## src/rtl/async_handshake_receiver.sv

```systemverilog
`default_nettype none
// async_handshake_receiver: synchronizes a 4-phase request, acknowledges it and
// queues the bundled data in a DEPTH-entry FIFO.  Rev 1.0
module async_handshake_receiver #(
  parameter int DEPTH       = 4,
  parameter int SYNC_STAGES = 2
) (
  input  logic       clk,
  input  logic       reset,
  input  logic       request_in,
  input  logic [3:0] data_in,
  output logic       ack_out,
  output logic       out_valid,
  input  logic       out_ready,
  output logic [3:0] out_data,
  output logic [3:0] level,
  output logic [7:0] xfer_count
);

  localparam int         AW        = $clog2(DEPTH);
  localparam logic [3:0] DEPTH_LVL = 4'(DEPTH);

  typedef enum logic [1:0] {
    IDLE    = 2'd0,
    ACK     = 2'd1,
    RELEASE = 2'd2
  } state_t;

  state_t                 state;
  logic [SYNC_STAGES-1:0] sync;
  logic                   req_s;
  logic                   push;
  logic                   pop;
  logic [AW-1:0]          wr_ptr;
  logic [AW-1:0]          rd_ptr;
  logic [3:0]             mem [DEPTH];

  assign req_s     = sync[SYNC_STAGES-1];
  assign out_valid = (level != 4'd0);
  assign out_data  = mem[rd_ptr];
  assign pop       = out_valid && out_ready;
  // Push is decided from the registered level, so a full buffer never sees a write.
  assign push      = (state == IDLE) && req_s && (level < DEPTH_LVL);

  always_ff @(posedge clk or negedge reset) begin
    if (!reset) begin
      sync <= '0;
    end else begin
      sync <= {sync[SYNC_STAGES-2:0], request_in};
    end
  end

  always_ff @(posedge clk or negedge reset) begin
    if (!reset) begin
      state      <= IDLE;
      ack_out    <= 1'b0;
      xfer_count <= 8'd0;
    end else begin
      case (state)
        IDLE: begin
          if (push) begin
            state   <= ACK;
            ack_out <= 1'b1;
          end
        end
        ACK: begin
          if (!req_s) begin
            state      <= RELEASE;
            ack_out    <= 1'b0;
            xfer_count <= xfer_count + 8'd1;
          end
        end
        RELEASE: begin
          state   <= IDLE;
          ack_out <= 1'b0;
        end
        default: begin
          state   <= IDLE;
          ack_out <= 1'b0;
        end
      endcase
    end
  end

  always_ff @(posedge clk or negedge reset) begin
    if (!reset) begin
      wr_ptr <= '0;
      rd_ptr <= '0;
      level  <= 4'd0;
      for (int i = 0; i < DEPTH; i++) begin
        mem[i] <= 4'd0;
      end
    end else begin
      if (push) begin
        mem[wr_ptr] <= data_in;
        wr_ptr      <= wr_ptr + AW'(1);
      end
      if (pop) begin
        rd_ptr <= rd_ptr + AW'(1);
      end
      case ({push, pop})
        2'b10:   level <= level + 4'd1;
        2'b01:   level <= level - 4'd1;
        default: level <= level;
      endcase
    end
  end

endmodule
`default_nettype wire

```

## config.mk

```make
export PLATFORM = sky130hd
export DESIGN_NAME = async_handshake_receiver
export DESIGN_NICKNAME = d
export VERILOG_FILES = /design/src/rtl/async_handshake_receiver.sv
export SDC_FILE = /design/constraint.sdc
export NUM_CORES = 1
export LEC_CHECK = 0
export CORE_MARGIN = 2
export CORE_UTILIZATION = 48
export CTS_CLUSTER_DIAMETER = 80
export DETAILED_ROUTE_END_ITERATION = 16
export GPL_ROUTABILITY_DRIVEN = 0
export PLACE_DENSITY_LB_ADDON = 0.15
export SETUP_SLACK_MARGIN = 0.4
export SYNTH_ARGS = -nofsm -noshare
export SYNTH_HDL_FRONTEND = slang
export SYNTH_SLANG_ARGS = --single-unit
```

## constraint.sdc

```tcl
create_clock -name clk -period 2.7 [get_ports clk]
set_input_delay 0.54 -clock clk [delete_from_list [all_inputs] [get_ports clk]]
set_output_delay 0.54 -clock clk [all_outputs]
set_load 0.02 [all_outputs]
```

Word-level counts from Yosys, hierarchy flattened --
Cells that the tools add are included.
Storage, ports and cells: word-level logic and storage cells 50, flip-flop bits (word level) 37, output and inout bits 18, input port bits 8
Operators by class: add/sub/neg operators 5, reductions and logical operators 9, muxes and demuxes 13, bitwise operators 3, equality and inequality tests 5, magnitude comparators 4
Operator list (count):
- 16-bit bitwise mux | 1
- 4-bit 2-to-1 mux | 3
- 8-bit by 1-bit adder with 8-bit output, second input constant | 1
- 4-bit binary-select mux with 2-bit select | 1
- 4-bit demux with 2-bit select | 1
- 4-bit case mux with 2 select lines | 1
- 3-bit greater-or-equal comparator, second input constant | 2
- 2-bit NOT with 3-bit output | 2
- 2-bit by 1-bit adder with 2-bit output, second input constant | 2
- 4-bit by 1-bit adder with 4-bit output, second input constant | 1
- 2-bit by 1-bit equality test with 1-bit output, second input constant | 2
- 1-bit logical AND | 4
- 4-bit by 3-bit less-than comparator with 1-bit output, second input constant | 1
- 2-bit 2-to-1 mux | 2
- 2-bit inequality test, second input constant | 2
- 2-bit case mux with 2 select lines | 1
- 2-bit AND reduction | 2
- 4-bit nonzero test | 1
- 4-bit by 1-bit subtractor with 4-bit output, second input constant | 1
- 3-bit by 1-bit less-than comparator with 1-bit output, second input constant | 1
- 2-bit equality test, second input constant | 1
- 2-bit zero test | 1
- 1-bit 2-to-1 mux | 2
- 1-bit case mux with 2 select lines | 1
- 2 further kinds | 2

Logic depth before layout (Yosys ltp) --
Gate-level depths: netlist of the first run.
depth after elaboration 6, mapped depth 8, gate-level depth less buffers 8

Least setup slack after synthesis of the first run --
OpenSTA, ideal clock, no wires.
path type register -> register, start reg level[1], end reg level[3], cell stages (with the launch flop) 8, required time 2.566 ns, setup slack -0.157 ns, clock period less this slack 2.857 ns, library setup time 0.134 ns, data arrival time 2.723 ns, path buffers 0, cell sequence dfrtp_1 > or4_4 > and2_1 > ha_1 > ha_1 > or4b_2 > o311ai_0 > o211ai_1
On the way: cells in the longest elaborated chain, start to end 4, elaborated cells between the ends (all ways) 10, classes of those cells add/sub (2); order compare (1); eq/ne (2); mux (1); reduce/logical (4)
Ends and longest elaborated chain:
- start: declaration | RTL line 16 | output logic [3:0] level,
- start signal: assignment | RTL line 102 | 2'b10: level <= level + 4'd1;
- start signal: assignment | RTL line 103 | 2'b01: level <= level - 4'd1;
- start signal: assignment | RTL line 104 | default: level <= level;
- 4-bit nonzero test * | RTL line 39 | assign out_valid = (level != 4'd0);
- net out_valid | RTL line 13 | output logic out_valid,
- 1-bit logical AND * | RTL line 41 | assign pop = out_valid && out_ready;
- net pop | RTL line 33 | logic pop;
- 2-bit by 1-bit equality test with 1-bit output or 2-bit equality test (tied branches) | RTL line 101 | case ({push, pop})
- 4-bit case mux with 2 select lines or 2-bit nonzero test (tied branches)
The timed path passes the listed nets; every way through them passes the cells marked *. A chain may end at the register's enable or synchronous reset.

Worst setup path in the final report of the first run --
start reg level[0], end reg level[3]
On the way: cells in the longest elaborated chain, start to end 4, elaborated cells between the ends (all ways) 10, classes of those cells add/sub (2); order compare (1); eq/ne (2); mux (1); reduce/logical (4)
Ends and longest elaborated chain (RTL line):
- 4-bit nonzero test * | 39
- 1-bit logical AND * | 41
- net pop | 33
- 2-bit by 1-bit equality test with 1-bit output or 2-bit equality test (tied branches) | 101
- 4-bit case mux with 2 select lines or 2-bit nonzero test (tied branches)
Marked as above.

==> results.md, run 1 <==
- Status: finished, final reports clean
- Slew HR: 62.4%
- Syn Std Cell Area: 1740 um2
- Vias per inst: 5.25
- Crit path buf inv count: 0
- Post-Syn Area per Cell: 13.6 um2
- Layout cells sized above 1: 35.7%
- Worst VDD drop: 0.759 mV
- Final non-filler cell total: 217
- Crit path time final: 2370 ps
- Endpoint type of the worst setup path: flip-flop
- Area grow syn2layout: 30.4%
- Crit-path max FO: 5
- PwrDens: 1230 nW/um2
- Min-delay worst type: flip-flop to flip-flop
- Reg2Reg Depth: 7
- Leak pwr: 0.964 nW
- Startpoint types: flip-flop
- Root buffer cell: clkbuf_4
- Rows: 21
- Dpl cells: 199
- Crit-path cells: or4_4 -> and2_4 -> ha_4 -> ha_4 -> or4b_4 -> o311ai_2 -> o211ai_1
- Die W: 64.3 um
- Reg clk slew, reported paths: 110 ps
- CORE AREA: 3420 um2
- Post-Synth Simple-Gate Area: 10.6%
- Number of buffers created by CTS: 5
- Skew-Pair Late Insertion Delay: 340 ps
- Register area share after synthesis: 53.1%
- Register area: 932 um2
- Placed wire-length estimate: 2280 um
- CTS Hold Bufs: 0
- Synth top area share: 53.1%
- Worst hold path cell count: 0
- Hold EP: sync[1]
- Endpoints failing setup: 0
- Synth area leader: dfrtp_1
- Largest net degree at the start of global routing: 38
- CP required: 2920 ps
- DRT iter0 DRCs: 41
- Number of flops mapped to enable cells by yosys: 0
- DR pass1 iterations: 4
- Synth Area in Adders: 6.89%
- Slew at the pin with the worst max-slew slack: 562 ps
- Setup CP Type: flip-flop to flip-flop
- CTS tree: built
- # nets final: 187
- Slew Limit Fails: 0
- Delay-heaviest family, CP: simple AND/OR/NAND/NOR gates
- RSZ-0062 raised after global routing: yes
- Commonest cells post-synth: dfrtp_1 (37), mux2_2 (18), inv_1 (9), xnor2_1 (9)
- Starting Density: 51.0%
- H-tree depth: 2
- Slowest stage cell, crit path: or4_4
- Worst R2R Setup Slack: 330 ps
- Setup tns final: 0 ps
- Final hold viol count: 0
- Clock buffer depth: 2
- Xor and xnor area share after synthesis: 6.03%
- Clk sinks: 37
- Compound-Gate Fraction of Synth Area: 4.16%
- Critical path's most frequent cell: ha_4
- Worst Hold Slack: 364 ps
- Synthesis Warnings: 0
- Multiplexer share of the synthesized area: 16.8%
- Hold Crit Start: sync[0]
- Fillers: 252
- Post-synth ARST share: 100%
- Reg2reg end: level[3]
- Fmax: 0.422 GHz
- Max_cap viols: 0
- Mapped Cells: 128
- Die area: 4130 um2
- R2R Path Start: level[0]
- Main area contributors after synthesis: dfrtp_1 (53%), mux2_2 (12%), ha_1 (5.7%)
- Worst path arrival time: 2590 ps
- Syn Nets: 145
- Vias in the first global route: 1192
- Initial antenna violation count: 0
- N_diodes: 0
- Avg WL per Cell: 15.3 um
- IO Pins: 26
- CP peak stage delay: 540 ps
- Post-route clock period utilization: 87.8%
- Tot GR Track Use: 18.7%
- Main synth FF type: dfrtp_1
- Total vias in the final route: 1140
- First-pass GRT wire length: 5720 um
- PortBufs: 25
- Detail Route Antenna Nets: 0
- Layout Skew: 11.3 ps
- Most frequent cell after synthesis: dfrtp_1
- Area of the multi-input gates: 833 um2
- Gr ovfl total: 0
- Largest family of logic cells by synthesized area: multiplexers
- Remaining DRCs: 0
- Synth Register Bits: 37
- Synth unique cells: 27
- DIE HEIGHT: 64.3 um
- Routed WL: 3320 um
## flip-flops by register name, summed over array words and instances, names as in the netlist
name	cells
wr_ptr	2
mem	16
sync	2
xfer_count	8
rd_ptr	2
ack_out	1
state	2
level	4
## stage by stage
step           power [W]  worst slack (ps)  util [%]  area (um2)
2_1_floorplan    0.00186               213         -        1780
3_3_place_gp     0.00227               283      61.3        2090
3_5_place_dp     0.00235               250      61.3        2090
4_1_cts          0.00277               263      65.7        2240
5_1_grt          0.00300               275      66.6        2270
6_report         0.00279               331      66.6        2270
## power by group
group          switching, W  internal (W)  total (W)
Clock              0.000175      0.000151   0.000325
Combinational      0.000658      0.000818    0.00148
Sequential         0.000192      0.000801   0.000993
Total               0.00103       0.00177    0.00279
## how the worst max path moves through the flow
stage	start	end	slack (ps)	depth (start not counted)
final	level[0]	level[3]	330	7
after global routing	level[0]	level[3]	280	7
after CTS	rd_ptr[0]	out_data[0]	260	2
after detailed placement	out_ready	level[3]	250	7
after global placement	out_ready	level[3]	280	7
after floorplan	level[0]	level[3]	210	7
## placed cells by master, fill, tap and decap left out
cell,instances
a2111o_1,1
a21oi_1,1
a21oi_2,1
a31o_2,1
and2_4,2
and3_1,2
buf_12,1
buf_4,11
clkbuf_2,1
clkbuf_4,5
clkbuf_8,2
clkdlybuf4s50_1,20
clkinv_2,1
dfrtp_1,32
dfrtp_2,5
dlygate4sd2_1,3
dlymetal6s2s_1,1
fa_1,1
ha_1,5
ha_4,3
inv_1,9
mux2_2,18
mux4_2,4
nand2_1,4
nand3_1,8
nand4_1,4
nor3b_1,3
nor3b_2,1
nor4b_4,1
o211ai_1,1
o21ai_0,3
o221a_2,1
o311ai_2,1
or4_4,1
or4b_4,1
xnor2_1,9
xor2_1,3
## logic make-up after synthesis
logic type                 Yosys count
AOI/OAI and AO/OA                   10
xor gates and xnor gates            12
adders and majority gates            9
buffers and inverters               11
DFF                                 37
muxes                               22
and+or+nand+nor                     27
## routing by layer
metal,track usage (%),wire length (um),up-vias
li1,-,-,543
met1,23.7,1460,572
met2,29.4,1690,23
met3,7.57,147,2
met4,5.59,18,0
met5,0,0,-
## timing repair
action / CTS / global route
endpoints found under the setup margin: 6 / 4
resized for setup: 9 / 5
setup buffers: 8 / 2
pin swaps: 6 / 3
## cell type report
| type | count | area share, % |
|---|---|---|
| Sequential cell | 37 | 41.0 |
| Tap cell | 46 | 2.53 |
| Clock buffer | 7 | 2.86 |
| Timing Repair Buffer | 37 | 15.2 |
| Multi-Input combinational cell | 80 | 36.7 |
| Inverter | 9 | 1.49 |
| Clock inverter | 1 | 0.220 |
No activity file was read; power rests on OpenSTA's default activity.
==> inputs of run 2 (changes only) <==
--- a/config.mk
+++ b/config.mk
@@ -11,7 +11,6 @@
 export DETAILED_ROUTE_END_ITERATION = 16
 export GPL_ROUTABILITY_DRIVEN = 0
 export PLACE_DENSITY_LB_ADDON = 0.15
-export SETUP_SLACK_MARGIN = 0.4
 export SYNTH_ARGS = -nofsm -noshare
 export SYNTH_HDL_FRONTEND = slang
 export SYNTH_SLANG_ARGS = --single-unit
==> run 2 against run 1 <==
Net effect:
- total power down 4.6%
- register-to-register slack got worse by 260 ps
- routed wire length shrank 3.0%
- utilization down 2.7 points
- cell area down 4.1%
- via count fell by 1.5%
- clock-buffer cell count did not move
- sequential cell count unchanged
- first-iteration DRC count decreased by 32%
- highest routed layer unchanged
==> results.md, run 2 (same netlist as run 1, synthesis figures left out) <==
- Status: finished, final reports clean
- Crit-path cells: or4_4 -> and2_1 -> ha_2 -> buf_4 -> ha_1 -> a21oi_2 -> mux2_2 -> o211ai_1
- Detail Route Antenna Nets: 0 (unchanged)
- Reg2Reg Depth: 8 (+1)
- DRT iter0 DRCs: 28 (-32%)
- CORE AREA: 3420 um2 (unchanged)
- Post-layout util: 63.8% (-2.7 points)
- Area grow syn2layout: 25.1%
- Slew at the pin with the worst max-slew slack: 602 ps (+40.0 ps)
- Clk sinks: 37 (unchanged)
- Switching power: 0.000980 W (-4.4%)
- Max_cap viols: 0 (unchanged)
- Placed wire-length estimate: 2300 um (+1.2%)
- Int Pwr: 0.00169 W (-4.7%)
- R2R Path Start: level[1]
- H-tree depth: 2 (unchanged)
- # nets final: 181 (-3.2%)
- Skew-Pair Late Insertion Delay: 340 ps (about the same)
- Max reg flops: 16 (unchanged)
- Die W: 64.3 um (unchanged)
- Slew Limit Fails: 0 (unchanged)
- Clk network pwr share: 12.3% (+0.7 points)
- Net Sw Frac: 36.7% (+0.062 points)
- Root buffer cell: clkbuf_4
- Total vias in the final route: 1123 (-1.5%)
- Rows: 21 (unchanged)
- Worst VDD drop: 0.591 mV (-22%)
- Gr ovfl total: 0 (unchanged)
- Startpoint types: flip-flop
- Reg2reg end: level[3]
- Most frequent cells in the layout: dfrtp_1 (34), clkdlybuf4s50_1 (25), mux2_2 (18)
- Vias in the first global route: 1156 (-3.0%)
- Min-delay worst type: flip-flop to flip-flop
- Final hold viol count: 0 (unchanged)
- Leak pwr: 0.913 nW (-5.3%)
- Endpoints failing setup: 0 (unchanged)
- Initial antenna violation count: 0 (unchanged)
- First-pass GRT wire length: 5530 um (-3.3%)
- Crit-path max FO: 8 (+3)
- Post-route clock period utilization: 97.2% (+9.5 points)
- Setup CP Type: flip-flop to flip-flop
- Fmax: 0.381 GHz (-9.7%)
- Setup tns final: 0 ps (unchanged)
- RSZ-0062 raised after global routing: no
- Crit path time final: 2630 ps (+256 ps)
- Sequential power share: 37.6% (+2.1 points)
- Worst R2R Setup Slack: 70 ps (-260 ps)
- CTS tree: built
- PortBufs: 25 (unchanged)
- Crit path buf inv count: 1 (+1)
- Area after DPL: 2100 um2 (+0.30%)
- Fillers: 278 (+10%)
- CP required: 2960 ps (+40 ps)
- Number of buffers created by CTS: 5 (unchanged)
- Worst Hold Slack: 359 ps (-4.60 ps)
- Routed WL: 3220 um (-3.0%)
- Comb pwr share: 50.1% (-2.7 points)
- Slowest stage cell, crit path: or4_4
- Tot GR Track Use: 18.0% (-0.72 points)
- Commonest non-fill, non-tap cell in the layout: dfrtp_1
- Remaining DRCs: 0 (unchanged)
- Avg WL per Cell: 15.3 um (-0.25%)
- Vias per inst: 5.32 (+1.3%)
- Slew HR: 59.7% (-2.7 points)
- Area of the multi-input gates: 795 um2 (-4.7%)
- Largest net degree at the start of global routing: 38 (unchanged)
- PwrDens: 1220 nW/um2 (-0.51%)
- Layout Skew: 12.1 ps (+0.777 ps)
- Stages on worst setup path: 8 (+1)
- Delay-heaviest family, CP: simple AND/OR/NAND/NOR gates
- Worst path arrival time: 2890 ps (+300 ps)
- IO Pins: 26 (unchanged)
- Hold Crit Start: sync[0]
- Endpoint type of the worst setup path: flip-flop
- N_diodes: 0 (unchanged)
- Top flop regs: mem (16), xfer_count (8), level (4)
- Clock buffer depth: 2 (unchanged)
- CP endpoint: level[3]
- Layout cells sized above 1: 29.1% (-6.6 points)
- Design Area, Final: 2180 um2 (-4.1%)
- Register area: 930 um2 (-0.27%)
- Die area: 4130 um2 (unchanged)
- DR pass1 iterations: 4 (unchanged)
- DIE HEIGHT: 64.3 um (unchanged)
- Worst setup path startpoint: level[1]
- Starting Density: 51.0% (unchanged)
- Reg clk slew, reported paths: 120 ps (about the same)
- CP peak stage delay: 520 ps (-20 ps)
- Most flops, register: mem
-- run 2: cell count changes in the layout (fill, tap and decap cells not counted), sizes merged --
cell and change:
buf -6, clkdlybuf4s50 +5, dlymetal6s2s -1, dlygate4sd2 -3, clkbuf -1
-- run 2: stage by stage --
step / std cells / total power, W / setup slack (ps)
after floorplan: 128 / 0.00184 / 10.3
after CTS: 210 / 0.00268 / 77.8
after detailed placement: 202 / 0.00234 / 73.6
after global placement: 202 / 0.00226 / 120
after global routing: 211 / 0.00286 / 18.5
final: 211 / 0.00267 / 74.6
-- run 2: cell type report --
cell class                 instances  area share (%)
tap                               46            2.64
clock inverter                     1           0.229
inverter                           9            1.55
timing repair buffer              31            13.5
clock buffer                       7            2.98
sequential                        37            42.6
multi-input combinational         80            36.4
-- run 2: how the worst min path moves through the flow --
stage / depth (start not counted) / slack, ps / endpoint
2_1_floorplan: 0 / 240 / ack_out
3_3_place_gp: 0 / 330 / sync[1]
3_5_place_dp: 0 / 340 / sync[1]
4_1_cts: 0 / 360 / sync[1]
5_1_grt: 0 / 370 / sync[1]
6_report: 0 / 360 / sync[1]
-- run 2: worst register-to-register path: cells and delay by family, from the launching register on --
kind	cells	cell delay (ps)
simple gates	2	720
fa+ha+maj	2	520
flops	1	450
compound gates	2	340
buf+inv	1	170
mux	1	350
-- run 2: power by group through the flow --
stage,sequential (W),combinational [W],clock (W)
6_report,0.00100,0.00133,0.000329
5_1_grt,0.00105,0.00144,0.000370
4_1_cts,0.00101,0.00133,0.000341
3_5_place_dp,0.00102,0.00132,0
3_3_place_gp,0.00100,0.00126,0
2_1_floorplan,0.00104,0.000793,0
-- run 2: timing repair --
action	4_1_cts	5_1_grt
buffers inserted	0	1
resized for setup	0	1
hold buffers	0	0
setup endpoints to repair	0	1
hold endpoints to repair	0	0
-- run 2: per-layer routing --
| metal | global-route usage, % | up-vias | wire, um |
|---|---|---|---|
| li1 | - | 532 | - |
| met1 | 21.7 | 564 | 1370 |
| met2 | 29.9 | 23 | 1670 |
| met3 | 6.51 | 4 | 143 |
| met4 | 5.59 | 0 | 35 |
| met5 | 0 | - | 0 |
==> inputs of run 3 (changes only) <==
--- a/config.mk
+++ b/config.mk
@@ -10,6 +10,7 @@
 export CTS_CLUSTER_DIAMETER = 80
 export DETAILED_ROUTE_END_ITERATION = 16
 export GPL_ROUTABILITY_DRIVEN = 0
+export HOLD_SLACK_MARGIN = 0.08
 export PLACE_DENSITY_LB_ADDON = 0.15
 export SYNTH_ARGS = -nofsm -noshare
 export SYNTH_HDL_FRONTEND = slang
==> results of run 3 <==
The final DEF is identical to that of run 2; final timing and power are the same.
